### config.mk
export PLATFORM = sky130hd
export DESIGN_NAME = dvfs_controller
export DESIGN_NICKNAME = d
export VERILOG_FILES = /design/src/rtl/dvfs_controller.sv
export SDC_FILE = /design/constraint.sdc
export NUM_CORES = 1
export LEC_CHECK = 0
export ABC_AREA = 0
export CAP_MARGIN = 30
export CORE_ASPECT_RATIO = 2
export CORE_MARGIN = 3
export CORE_UTILIZATION = 55
export CTS_BUF_LIST = sky130_fd_sc_hd__clkbuf_2 sky130_fd_sc_hd__clkbuf_4 sky130_fd_sc_hd__clkbuf_8
export DETAILED_ROUTE_END_ITERATION = 8
export GPL_ROUTABILITY_DRIVEN = 0
export PLACE_DENSITY = 0.78
export SETUP_SLACK_MARGIN = 0.4
export SKIP_CTS_REPAIR_TIMING = 1
export SYNTH_ARGS = -nofsm -noshare
export SYNTH_HDL_FRONTEND = slang
export SYNTH_SLANG_ARGS = --single-unit
### constraint.sdc
create_clock -name clk_100 -period 3.2 [get_ports clk_100]
set_input_delay 0.8 -clock clk_100 [delete_from_list [all_inputs] [get_ports clk_100]]
set_output_delay 0.8 -clock clk_100 [all_outputs]
set_load 0.1 [all_outputs]
### src/rtl/dvfs_controller.sv
// Purpose: selects between clk_100 and the divided clock based on recent heavy-instruction density.
// Latency: a qualifying event at edge N enters a switch state at N+1; the destination state is reached at N+SETTLE+1.
// Backpressure: stall is held high for SETTLE cycles per switch; inputs are ignored while switching.
module dvfs_controller #(
  parameter int UP_THRESH   = 4,
  parameter int DOWN_THRESH = 16,
  parameter int SETTLE      = 8
) (
  input  logic       clk_100,
  input  logic       reset,
  input  logic       dvfs_en,
  input  logic       instr_valid,
  input  logic [2:0] opcode,
  output logic       fast_sel,
  output logic       stall,
  output logic [1:0] state,
  output logic [7:0] switch_count
);

  typedef enum logic [1:0] {
    SLOW    = 2'b00,
    SW_UP   = 2'b01,
    FAST    = 2'b10,
    SW_DOWN = 2'b11
  } state_t;

  localparam logic [7:0] UP_T      = 8'(UP_THRESH);
  localparam logic [7:0] DOWN_T    = 8'(DOWN_THRESH);
  localparam logic [3:0] SETTLE_M1 = 4'(SETTLE - 1);

  state_t     cur;
  logic [7:0] up_cnt;
  logic [7:0] idle_cnt;
  logic [3:0] settle_cnt;
  logic       heavy;
  logic [7:0] count_sat_inc;

  // Heavy class only counts when the opcode is qualified by instr_valid.
  assign heavy = instr_valid && (opcode == 3'b100);

  // Switch counter saturates at 255 rather than wrapping.
  assign count_sat_inc = (switch_count == 8'hFF) ? 8'hFF : switch_count + 8'd1;

  // The state register itself drives the state output, so it stays registered.
  assign state = cur;

  // Single FSM: counters, settle timer and all outputs are registered together.
  always_ff @(posedge clk_100 or negedge reset) begin
    if (!reset) begin
      cur          <= SLOW;
      up_cnt       <= 8'd0;
      idle_cnt     <= 8'd0;
      settle_cnt   <= 4'd0;
      fast_sel     <= 1'b0;
      stall        <= 1'b0;
      switch_count <= 8'd0;
    end else begin
      case (cur)
        SLOW: begin
          // Disabling scaling forces the fast clock, so it also triggers the up switch.
          if (!dvfs_en || (heavy && (up_cnt + 8'd1 == UP_T))) begin
            cur          <= SW_UP;
            fast_sel     <= 1'b1;
            stall        <= 1'b1;
            up_cnt       <= 8'd0;
            settle_cnt   <= 4'd0;
            switch_count <= count_sat_inc;
          end else if (heavy) begin
            up_cnt <= up_cnt + 8'd1;
          end else if (instr_valid) begin
            up_cnt <= 8'd0;
          end
        end
        SW_UP: begin
          // Inputs are ignored; the handover always runs to completion.
          if (settle_cnt == SETTLE_M1) begin
            cur        <= FAST;
            stall      <= 1'b0;
            settle_cnt <= 4'd0;
          end else begin
            settle_cnt <= settle_cnt + 4'd1;
          end
        end
        FAST: begin
          if (!dvfs_en || heavy) begin
            idle_cnt <= 8'd0;
          end else if (idle_cnt + 8'd1 == DOWN_T) begin
            cur          <= SW_DOWN;
            fast_sel     <= 1'b0;
            stall        <= 1'b1;
            idle_cnt     <= 8'd0;
            settle_cnt   <= 4'd0;
            switch_count <= count_sat_inc;
          end else begin
            idle_cnt <= idle_cnt + 8'd1;
          end
        end
        SW_DOWN: begin
          if (settle_cnt == SETTLE_M1) begin
            cur        <= SLOW;
            stall      <= 1'b0;
            settle_cnt <= 4'd0;
          end else begin
            settle_cnt <= settle_cnt + 4'd1;
          end
        end
        default: begin
          cur <= SLOW;
        end
      endcase
    end
  end

endmodule
---- After elaboration in Yosys (flattened, before gate mapping) ----
Index checks and enable logic that the tools add are counted.
cells by class
  $add $sub $neg .......................... 4
  equal/unequal tests ..................... 14
  muxes and demuxes ....................... 29
  reduce and logical (&&, ||, !) cells .... 14
operators by type and width
  kind                                                              number
  8-bit two-way mux                                                 9
  8-bit by 1-bit adder with 8-bit output (second input constant)    3
  4-bit two-way mux                                                 4
  8-bit one-hot mux with 2 select lines                             1
  4-bit one-hot mux with 3 select lines                             1
  2-bit two-way mux                                                 5
  2-bit inequality test (second input constant)                     5
  8-bit by 3-bit == test with 1-bit output (second input constant)  1
  8-bit by 5-bit == test with 1-bit output (second input constant)  1
  8-bit == test (second input constant)                             1
  2-bit one-hot mux with 4 select lines                             1
  4-bit AND reduction                                               2
  1-bit two-way mux                                                 6
  5-bit AND reduction                                               1
  4-bit by 1-bit adder with 4-bit output (second input constant)    1
  2-bit == test (second input constant)                             2
  4-bit by 3-bit == test with 1-bit output (second input constant)  1
  3-bit == test (second input constant)                             1
  1-bit one-hot mux with 3 select lines                             1
  3-bit AND reduction                                               1
  3-bit nonzero test                                                1
  2-bit by 1-bit == test with 1-bit output (second input constant)  1
  1-bit logical AND                                                 2
  2-bit logical NOT                                                 1
  other kinds (7)                                                   8
word-level totals
  register bits ........................... 32
  input port bits ......................... 7
  output and inout bits ................... 12
  logic and storage cells ................. 68

---- Logic depth before layout (Yosys ltp) ----
Gate-level depths: netlist of the first run.
  word-level depth ........................ 6
  depth in mapped cells ................... 8
  gate-level depth less buffers ........... 7

---- Worst setup path before layout of the first run ----
No wires, ideal clock.
  path kind ............................... register -> register
  from .................................... register cur[1], in the netlist state[1]
  to ...................................... register switch_count[4]
  setup time .............................. 0.126 ns
  data arrival time ....................... 2.670 ns
  data required time ...................... 3.074 ns
  setup slack ............................. 0.404 ns
  cell stages (with the launch flop) ...... 7
  path buffers ............................ 0
  clock period less this slack ............ 2.796 ns
  cells stage by stage .................... dfrtp_1 ha_1 clkinv_1 nor2_1 a22oi_1 nor3_1 mux2_2
between the ends
  cells in the longest elaborated chain, start to end .. 3
  elaborated cells between the ends (all ways) .. 8
  those cells by class .................... eq/ne: 4; mux: 1; reduce/logical: 3
RTL lines
  element                                                                line  source
  start, declared                                                        31    state_t cur;
  start signal, assigned                                                 50    cur <= SLOW;
  start signal, assigned                                                 62    cur <= SW_UP;
  start signal, assigned                                                 77    cur <= FAST;
  2-bit == test or 2-bit logical NOT (tied branches)                     58    case (cur)
  2-bit inequality test (no line) or 2-bit nonzero test (tied branches)  -
  4-bit AND reduction (no line)                                          -
  end signal, assigned                                                   67    switch_count <= count_sat_inc;
  end signal, assigned                                                   93    switch_count <= count_sat_inc;
  end, declared                                                          17    output logic [7:0] switch_count
Several ways; a longest one is shown, not always the timed one.
A chain may end at the register's enable or synchronous reset.

---- Worst setup path in the final report of the first run ----
  from .................................... input port instr_valid
  to ...................................... register settle_cnt[2]
between the ends
  cells in the longest elaborated chain, start to end .. 5
  elaborated cells between the ends (all ways) .. 7
  those cells by class .................... eq/ne: 2; reduce/logical: 5
RTL lines
  element                          line  source
  start, declared                  12    input logic instr_valid,
  1-bit logical AND *              39    assign heavy = instr_valid && (opcode == 3'b100);
  1-bit logical AND                61    if (!dvfs_en || (heavy && (up_cnt + 8'd1 == UP_T))) begin
  1-bit logical OR                 61
  2-bit inequality test (no line)  -
  3-bit AND reduction (no line) *  -
  end signal, assigned             81    settle_cnt <= settle_cnt + 4'd1;
  end signal, assigned             104   settle_cnt <= settle_cnt + 4'd1;
  end, declared                    34    logic [3:0] settle_cnt;
Every way passes the cells marked *; elsewhere a longest branch is shown, timed or not.

==> results of run 1 <==
==> worst max-delay path by stage <==
stage | cells past startpoint | to | start | slack [ps]
after floorplan | 6 | switch_count[4]$_DFFE_PN0P_ | state[1]$_DFFE_PN0P_ | 400
after global placement | 7 | settle_cnt[2]$_DFFE_PN0P_ | instr_valid | 230
after detailed placement | 7 | switch_count[4]$_DFFE_PN0P_ | instr_valid | 100
after CTS | 7 | switch_count[4]$_DFFE_PN0P_ | instr_valid | 400
after global routing | 8 | switch_count[5]$_DFFE_PN0P_ | instr_valid | 390
final | 8 | settle_cnt[2]$_DFFE_PN0P_ | instr_valid | 450
==> logic make-up after synthesis <==
| kind of cell | after synthesis |
|---|---|
| DFF | 32 |
| AOI/OAI and AO/OA | 59 |
| adders and majority gates | 8 |
| muxes | 9 |
| buffers and inverters | 12 |
| and+or+nand+nor | 72 |
==> placed cells by master, fill, tap and decap left out, drive strengths merged, types with 4 or more instances in the layout <==
cell type / instances
clkbuf: 6
inv: 8
mux2: 5
nand3: 6
nor3: 5
mux2i: 4
and2: 4
a21oi: 8
clkdlybuf4s50: 6
buf: 24
nor2: 8
nand2: 22
and3: 6
dfrtp: 32
nand4: 5
o21ai: 23
ha: 8
nand2b: 4
==> power by group <==
part           internal, W  leakage [nW]  switching (W)
logic             0.000311         0.549       0.000767
registers         0.000501         0.422       0.000111
clock network     0.000156        0.0445       0.000143
==> flip-flops by register name (all words and copies together), names as in the netlist <==
signal and cells:
fast_sel 1, switch_count 8, up_cnt 8, settle_cnt 4
stall 1, state 2, idle_cnt 8
==> worst max-delay path: stages <==
cell	delay (ps)
clkdlybuf4s50_1	500
nand4bb_1	200
or3_4	380
a221oi_4	290
buf_6	160
o22ai_2	90
or4b_1	480
nand2_1	70
==> per-layer routing <==
layer	GRT usage	vias to the layer above	routed length [um]
met4	0.123	0	141
li1	-	785	-
met2	0.410	43	2450
met1	0.239	830	1540
met3	0.0473	14	145
met5	0	-	0
==> cell type report <==
cell class | instances | share of cell area
flip-flops and latches | 32 | 0.359
inverters | 9 | 0.0151
well taps | 31 | 0.0174
clock buffers | 6 | 0.0342
multi-input cells | 148 | 0.457
clock inverters | 1 | 0.00224
repair buffers | 31 | 0.115
==> stage by stage <==
| stage | hold slack (ps) | worst slack (ps) |
|---|---|---|
| floorplan | 445 | 404 |
| global placement | 467 | 225 |
| detailed placement | 483 | 104 |
| CTS | 493 | 400 |
| global route | 521 | 389 |
| finish | 491 | 455 |
==> impl_metrics.ini, run 1 <==
[worst_setup_path]
r2r-start = up_cnt[2]$_DFFE_PN0P_
end_kind = flop
crit_arrival_ps = 2970
r2r_setup_slack_ps = 700
crit_type = input port to flop
critPathMaxFanout = 5
critPathLaunchType = input port
worstReg2RegEnd = settle_cnt[2]$_DFFE_PN0P_
r2r_cells = 7
cp_data_required_time_ps = 3430

[finish]
post-route-util = 0.699
final_nets = 242
fill_cells = 263
diodes = 0
drive_above_1_share = 0.198
multi_input_comb_area_um2 = 1020
layout.cells.non_filler = 258
areaGrowthSynthToFinish_pct = 21.5
ff_latch_area_um2 = 801
design_area_um2 = 2230

[die]
die_y_um = 87.7
initial_utilization = 0.575
io_pins = 19
dieArea_um2 = 4110
row_count = 29
chipWidth_um = 46.9
core_um2 = 3190

[sta]
setup_tns_ps = 0
setup_viol_count_final = 0
clock_skew_ps = 8.62
finalCriticalPeriod_ps = 2750
slew_viol_final = 0
worst_slew_pin_slew_ps = 617
hold_viol_final = 0
post-route-period-util = 0.858
rsz0062_at_grt = true
relSlewSlack = 0.586
fmax_mhz = 364

[hold_path]
hold_path.startpoint = settle_cnt[3]$_DFFE_PN0P_
hold_class = flop to flop
hold_depth = 1
whs_endpoint = settle_cnt[3]$_DFFE_PN0P_

[yosys]
synth-simple-area-share = 0.215
synthMuxAreaShare = 0.0525
synth-xor-area-share = 0
postSynthCellCount = 192
synth_top_area_frac = 0.436
synth_compound_area_frac = 0.217
synth_cell_types = 48
yosysTopAreaCell = dfrtp_1
seq_area_frac_synth = 0.436
ys_warn_count = 0
synth-edff-count = 0
synth_commonest_cells = dfrtp_1 (32), nand2_1 (22), o21ai_0 (21)
synth_flop_cell = dfrtp_1
synth_top_family_by_area = compound AO/OA/AOI/OAI gates
synth_nets = 207
syn_area_um2 = 1840
ys_top_cells_by_area = dfrtp_1 (44%), o21ai_0 (5.7%), ha_1 (5.4%)
yosys.area_share.adder = 0.0545
syn_area_per_cell_um2 = 9.57
ys_async_sr_fraction = 1.00
synth_most_common_cell = dfrtp_1
ys_seq_elements = 32

[global_routing]
antenna_found_initial = 0
grt-ovfl-total = 0
track_usage = 0.232
grt_pass1_wl_um = 6980
grt_max_degree = 33
grt_pass1_vias = 1586

[outcome]
run_status = finished clean

[clock_tree]
cts_buffer_depth = 2
clk_pin_slew_ps = 60
cts.sinks = 32
cts_buffers = 5
root_buffer = clkbuf_8
htreeDepth = 2
clock_latency_ps = 290
cts_tree = built

[route]
drtAntennaViolNets = 0
dr.pass1.iters = 4
detail_route.iter0.violations = 38
via_count = 1672
totalWireLength_um = 4280
viasPerCell = 6.48
wl_per_cell_um = 16.6
drc_errors = 0

[run]
maxCapViolations = 0

[placement]
placed_area_um2 = 2060
portBuffers = 18
dpl.hpwl_um = 3140
place_inst = 245

[power]
peakVddDrop_mv = 0.858
power_w = 0.00199
power_density_nw_per_um2 = 891
p_leak_nw = 1.01
Note: power is estimated with default switching activity, not from simulation.
==> run 2, diff against run 1 <==
--- a/config.mk
+++ b/config.mk
@@ -13,7 +13,7 @@
 export CTS_BUF_LIST = sky130_fd_sc_hd__clkbuf_2 sky130_fd_sc_hd__clkbuf_4 sky130_fd_sc_hd__clkbuf_8
 export DETAILED_ROUTE_END_ITERATION = 8
 export GPL_ROUTABILITY_DRIVEN = 0
-export PLACE_DENSITY = 0.78
+export PLACE_DENSITY = 0.86
 export SETUP_SLACK_MARGIN = 0.4
 export SKIP_CTS_REPAIR_TIMING = 1
 export SYNTH_ARGS = -nofsm -noshare
==> impl_metrics.ini, run 2 (synthesis gave the netlist of run 1 again) <==
[worst_setup_path]
cp_data_required_time_ps = 3370
cp_common_cell = buf_4
path_cells = clkdlybuf4s50_1 -> nand4bb_1 -> or3_4 -> a221oi_4 -> buf_4 -> nor3_1 -> buf_4 -> a21o_1 -> a22o_1
slowest_delay_ps = 480
cp_slowest_cell = clkdlybuf4s50_1
worstReg2RegEnd = up_cnt[5]$_DFFE_PN0P_
end_kind = flop
r2r-start = up_cnt[2]$_DFFE_PN0P_
r2r_cells = 8
crit_arrival_ps = 2940
crit_type = input port to flop
critPathMaxFanout = 13
r2r_setup_slack_ps = 650
critPathLaunchType = input port

[route]
dr.pass1.iters = 4
wl_per_cell_um = 14.7
via_count = 1598
detail_route.iter0.violations = 42
viasPerCell = 6.24
totalWireLength_um = 3760
drtAntennaViolNets = 0
drc_errors = 0

[sta]
clock_skew_ps = 7.00
rsz0062_at_grt = false
setup_ws_ps = 434
post-route-period-util = 0.865
slew_viol_final = 0
hold_viol_final = 0
setup_viol_count_final = 0
worst_slew_pin_slew_ps = 577
finalCriticalPeriod_ps = 2770
setup_tns_ps = 0
relSlewSlack = 0.613
fmax_mhz = 361

[placement]
post-place-ws_ps = 142
dpl.hpwl_um = 2720
portBuffers = 18
place_inst = 245

[die]
chipWidth_um = 46.9
die_y_um = 87.7
core_um2 = 3190
dieArea_um2 = 4110
initial_utilization = 0.575
io_pins = 19
row_count = 29

[global_routing]
grt_most_used_layer = met2
grt_max_degree = 33
track_usage = 0.208
gr-usage-met1 = 0.227
grt_pass1_wl_um = 6220
antenna_found_initial = 0
gr-usage-met2 = 0.359
grt_pass1_vias = 1419
use_met3 = 0.0432
grt-ovfl-total = 0

[finish]
multi_input_comb_area_um2 = 1000
final_cell_mix = dfrtp_1 (32), nand2_1 (22), buf_4 (22)
final_common_cell = dfrtp_1
ff_latch_area_um2 = 801
layout.cells.non_filler = 256
areaGrowthSynthToFinish_pct = 19.8
diodes = 0
drive_above_1_share = 0.182
post-route-util = 0.689
final_nets = 239
fill_cells = 252
reg.largest.list = idle_cnt (8), switch_count (8), up_cnt (8)

[hold_path]
hold_path.startpoint = settle_cnt[3]$_DFFE_PN0P_
hold_depth = 1
whs_endpoint = settle_cnt[3]$_DFFE_PN0P_
hold_class = flop to flop

[clock_tree]
cts_buffer_depth = 2
cts_buffers = 5
htreeDepth = 2
root_buffer = clkbuf_8
clock_latency_ps = 280
clk_pin_slew_ps = 60
cts_tree = built
cts.sinks = 32

[power]
combPwrFrac = 0.525
pwr-share-seq = 0.308
power_density_nw_per_um2 = 904
p_leak_nw = 0.987
p_switching_w = 0.000997
sw_frac_of_total = 0.502
peakVddDrop_mv = 0.643
intPower_w = 0.000991
clock_power_share = 0.168

[run]
maxCapViolations = 0

[outcome]
run_status = finished clean
[run 2: changes by cell type in the layout (fill, tap and decap cells not counted)]
cell | before | now
buf_6 | 1 | 0
buf_4 | 23 | 22
o22ai_1 | 0 | 1
nor3_1 | 2 | 4
o22ai_2 | 1 | 0
clkinv_2 | 1 | 0
clkbuf_4 | 1 | 2
nor3_2 | 3 | 1
dlymetal6s2s_1 | 1 | 0
clkbuf_8 | 5 | 6
[run 2: per-stage QoR]
step	cell area [um2]	hold slack, ps	power [W]
finish	2200	477	0.00199
global route	2200	495	0.00211
CTS	2160	481	0.00200
detailed placement	2060	472	0.00166
global placement	2060	470	0.00164
floorplan	1840	445	0.00141
[run 2: final cells by class]
cell class / instances / area share
inverters: 9 / 0.0154
well taps: 31 / 0.0176
flip-flops and latches: 32 / 0.364
repair buffers: 28 / 0.102
multi-input cells: 148 / 0.456
clock buffers: 8 / 0.0444
[run 2: metal layers]
metal,vias to the layer above,routed length (um),part of all wire
met1,762,1500,0.40
met3,14,122,0.032
met2,36,2060,0.55
met5,-,0,0
li1,786,-,-
met4,0,84,0.022
[run 2: how the worst max path moves through the flow]
stage,slack (ps),startpoint,cells after the start,end
detailed placement,140,instr_valid,7,switch_count[7]$_DFFE_PN0P_
CTS,440,instr_valid,7,switch_count[7]$_DFFE_PN0P_
finish,430,instr_valid,9,up_cnt[5]$_DFFE_PN0P_
global route,350,instr_valid,9,up_cnt[5]$_DFFE_PN0P_
floorplan,400,state[1]$_DFFE_PN0P_,6,switch_count[4]$_DFFE_PN0P_
global placement,230,instr_valid,7,switch_count[4]$_DFFE_PN0P_
[run 2: power by group through the flow]
stage	combinational [W]	sequential, W	clock, W
2_1_floorplan	0.000387	0.00102	0
3_3_place_gp	0.00102	0.000611	0
3_5_place_dp	0.00104	0.000618	0
4_1_cts	0.00104	0.000611	0.000341
5_1_grt	0.00112	0.000629	0.000359
6_report	0.00104	0.000611	0.000333
[run 2: worst max-delay path, delay by kind of cell]
kind,cells,cell delay (ps)
AO/OA/AOI/OAI,3,640
buffers and inverters,3,860
AND/OR/NAND/NOR,3,630
==> run 3, diff against run 2 <==
--- a/config.mk
+++ b/config.mk
@@ -9,11 +9,11 @@
 export CAP_MARGIN = 30
 export CORE_ASPECT_RATIO = 2
 export CORE_MARGIN = 3
-export CORE_UTILIZATION = 55
+export CORE_UTILIZATION = 50
 export CTS_BUF_LIST = sky130_fd_sc_hd__clkbuf_2 sky130_fd_sc_hd__clkbuf_4 sky130_fd_sc_hd__clkbuf_8
 export DETAILED_ROUTE_END_ITERATION = 8
 export GPL_ROUTABILITY_DRIVEN = 0
-export PLACE_DENSITY = 0.86
+export PLACE_DENSITY = 0.8
 export SETUP_SLACK_MARGIN = 0.4
 export SKIP_CTS_REPAIR_TIMING = 1
 export SYNTH_ARGS = -nofsm -noshare
==> impl_metrics.ini, run 3 (synthesis gave the netlist of run 1 again) <==
[clock_tree]
cts.sinks = 32
htreeDepth = 2
clock_latency_ps = 280
root_buffer = clkbuf_8
cts_tree = built
clk_pin_slew_ps = 60
cts_buffer_depth = 2
cts_buffers = 5

[placement]
place_inst = 263
placed_area_um2 = 2090
dpl.hpwl_um = 2920
portBuffers = 18

[die]
die_y_um = 91.7
io_pins = 19
core_um2 = 3450
row_count = 30
chipWidth_um = 48.9
initial_utilization = 0.532
dieArea_um2 = 4480

[finish]
drive_above_1_share = 0.203
final_cell_mix = dfrtp_1 (32), buf_4 (24), nand2_1 (22)
final_common_cell = dfrtp_1
design_area_um2 = 2260
layout.cells.non_filler = 275
diodes = 0
areaGrowthSynthToFinish_pct = 23.0
final_nets = 241
reg.largest.list = idle_cnt (8), switch_count (8), up_cnt (8)

[power]
p_leak_nw = 1.00
peakVddDrop_mv = 0.499
power_w = 0.00204
power_density_nw_per_um2 = 903

[route]
wl_per_cell_um = 14.1
drc_errors = 0
detail_route.iter0.violations = 35
drtAntennaViolNets = 0
totalWireLength_um = 3880
viasPerCell = 5.85
dr.pass1.iters = 4
via_count = 1610

[worst_setup_path]
crit_arrival_ps = 2910
critPathLaunchType = input port
r2r_setup_slack_ps = 640
cp_num_buf_inv = 1
crit_type = input port to flop
end_kind = flop
crit_path_end = switch_count[0]$_DFFE_PN0P_
r2r_cells = 6
worstReg2RegEnd = switch_count[0]$_DFFE_PN0P_
path_delay_family = simple AND/OR/NAND/NOR gates
path_cells = clkdlybuf4s50_1 -> nand4bb_1 -> or3_4 -> a221oi_4 -> nor2_4 -> nor3b_2 -> mux2i_1
cp_data_required_time_ps = 3340
r2r-start = up_cnt[2]$_DFFE_PN0P_
cp_slowest_cell = clkdlybuf4s50_1
crit_start = instr_valid
worst-path-stages = 7
critPathMaxFanout = 8
slowest_delay_ps = 490

[sta]
setup_tns_ps = 0
relSlewSlack = 0.618
finalCriticalPeriod_ps = 2770
holdWs_ps = 491
setup_viol_count_final = 0
rsz0062_at_grt = true
worst_slew_pin_slew_ps = 570
hold_viol_final = 0
clock_skew_ps = 5.90
fmax_mhz = 361
post-route-period-util = 0.866
slew_viol_final = 0

[hold_path]
hold_class = flop to flop

[global_routing]
grt-ovfl-total = 0
grt_max_degree = 33
track_usage = 0.188
grt_pass1_vias = 1521
antenna_found_initial = 0
grt_pass1_wl_um = 6730

[outcome]
run_status = finished clean

[run]
maxCapViolations = 0
run 3: cell count changes in the layout (fill, tap and decap cells not counted), sizes merged:
| cell | change |
|---|---|
| buf | +2 |
run 3: worst register-to-register path, cell delays in order, from the launching register on:
cell	delay, ps
dfrtp_1	440
or4_1	540
or3_4	390
a221oi_4	380
nor2_4	140
nor3b_2	400
mux2i_1	130
run 3: worst min path at each step:
stage | slack (ps) | startpoint | to | cells past startpoint
detailed placement | 490 | settle_cnt[3]$_DFFE_PN0P_ | settle_cnt[3]$_DFFE_PN0P_ | 1
floorplan | 440 | settle_cnt[3]$_DFFE_PN0P_ | settle_cnt[3]$_DFFE_PN0P_ | 1
global route | 530 | settle_cnt[3]$_DFFE_PN0P_ | settle_cnt[3]$_DFFE_PN0P_ | 1
CTS | 490 | settle_cnt[3]$_DFFE_PN0P_ | settle_cnt[3]$_DFFE_PN0P_ | 1
global placement | 470 | settle_cnt[3]$_DFFE_PN0P_ | settle_cnt[3]$_DFFE_PN0P_ | 1
finish | 490 | settle_cnt[3]$_DFFE_PN0P_ | settle_cnt[3]$_DFFE_PN0P_ | 1
run 3: cell type report:
type / instances / area [um2]
clock buffers: 8 / 97.6
fillers: 318 / 1190
inverters: 9 / 33.8
multi-input cells: 148 / 1030
flip-flops and latches: 32 / 801
well taps: 48 / 60.1
repair buffers: 30 / 240
run 3: metrics by stage:
step | worst slack, ps | util
finish | 429 | 0.654
detailed placement | 91.6 | 0.606
global route | 365 | 0.654
global placement | 186 | 0.606
CTS | 373 | 0.634
floorplan | 404 | -
run 3: layer usage:
metal	GRT usage	vias up	share of wire
met5	0	-	0
met4	0.0926	0	0.025
met3	0.0309	9	0.032
met2	0.361	32	0.57
met1	0.188	777	0.37
li1	-	792	-
run 3: report_power, final:
group / switching, W / total (W) / leakage [nW] / internal (W)
combinational: 0.000768 / 0.00111 / 0.525 / 0.000338
clock: 0.000135 / 0.000327 / 0.0523 / 0.000192
sequential: 0.000108 / 0.000609 / 0.422 / 0.000501
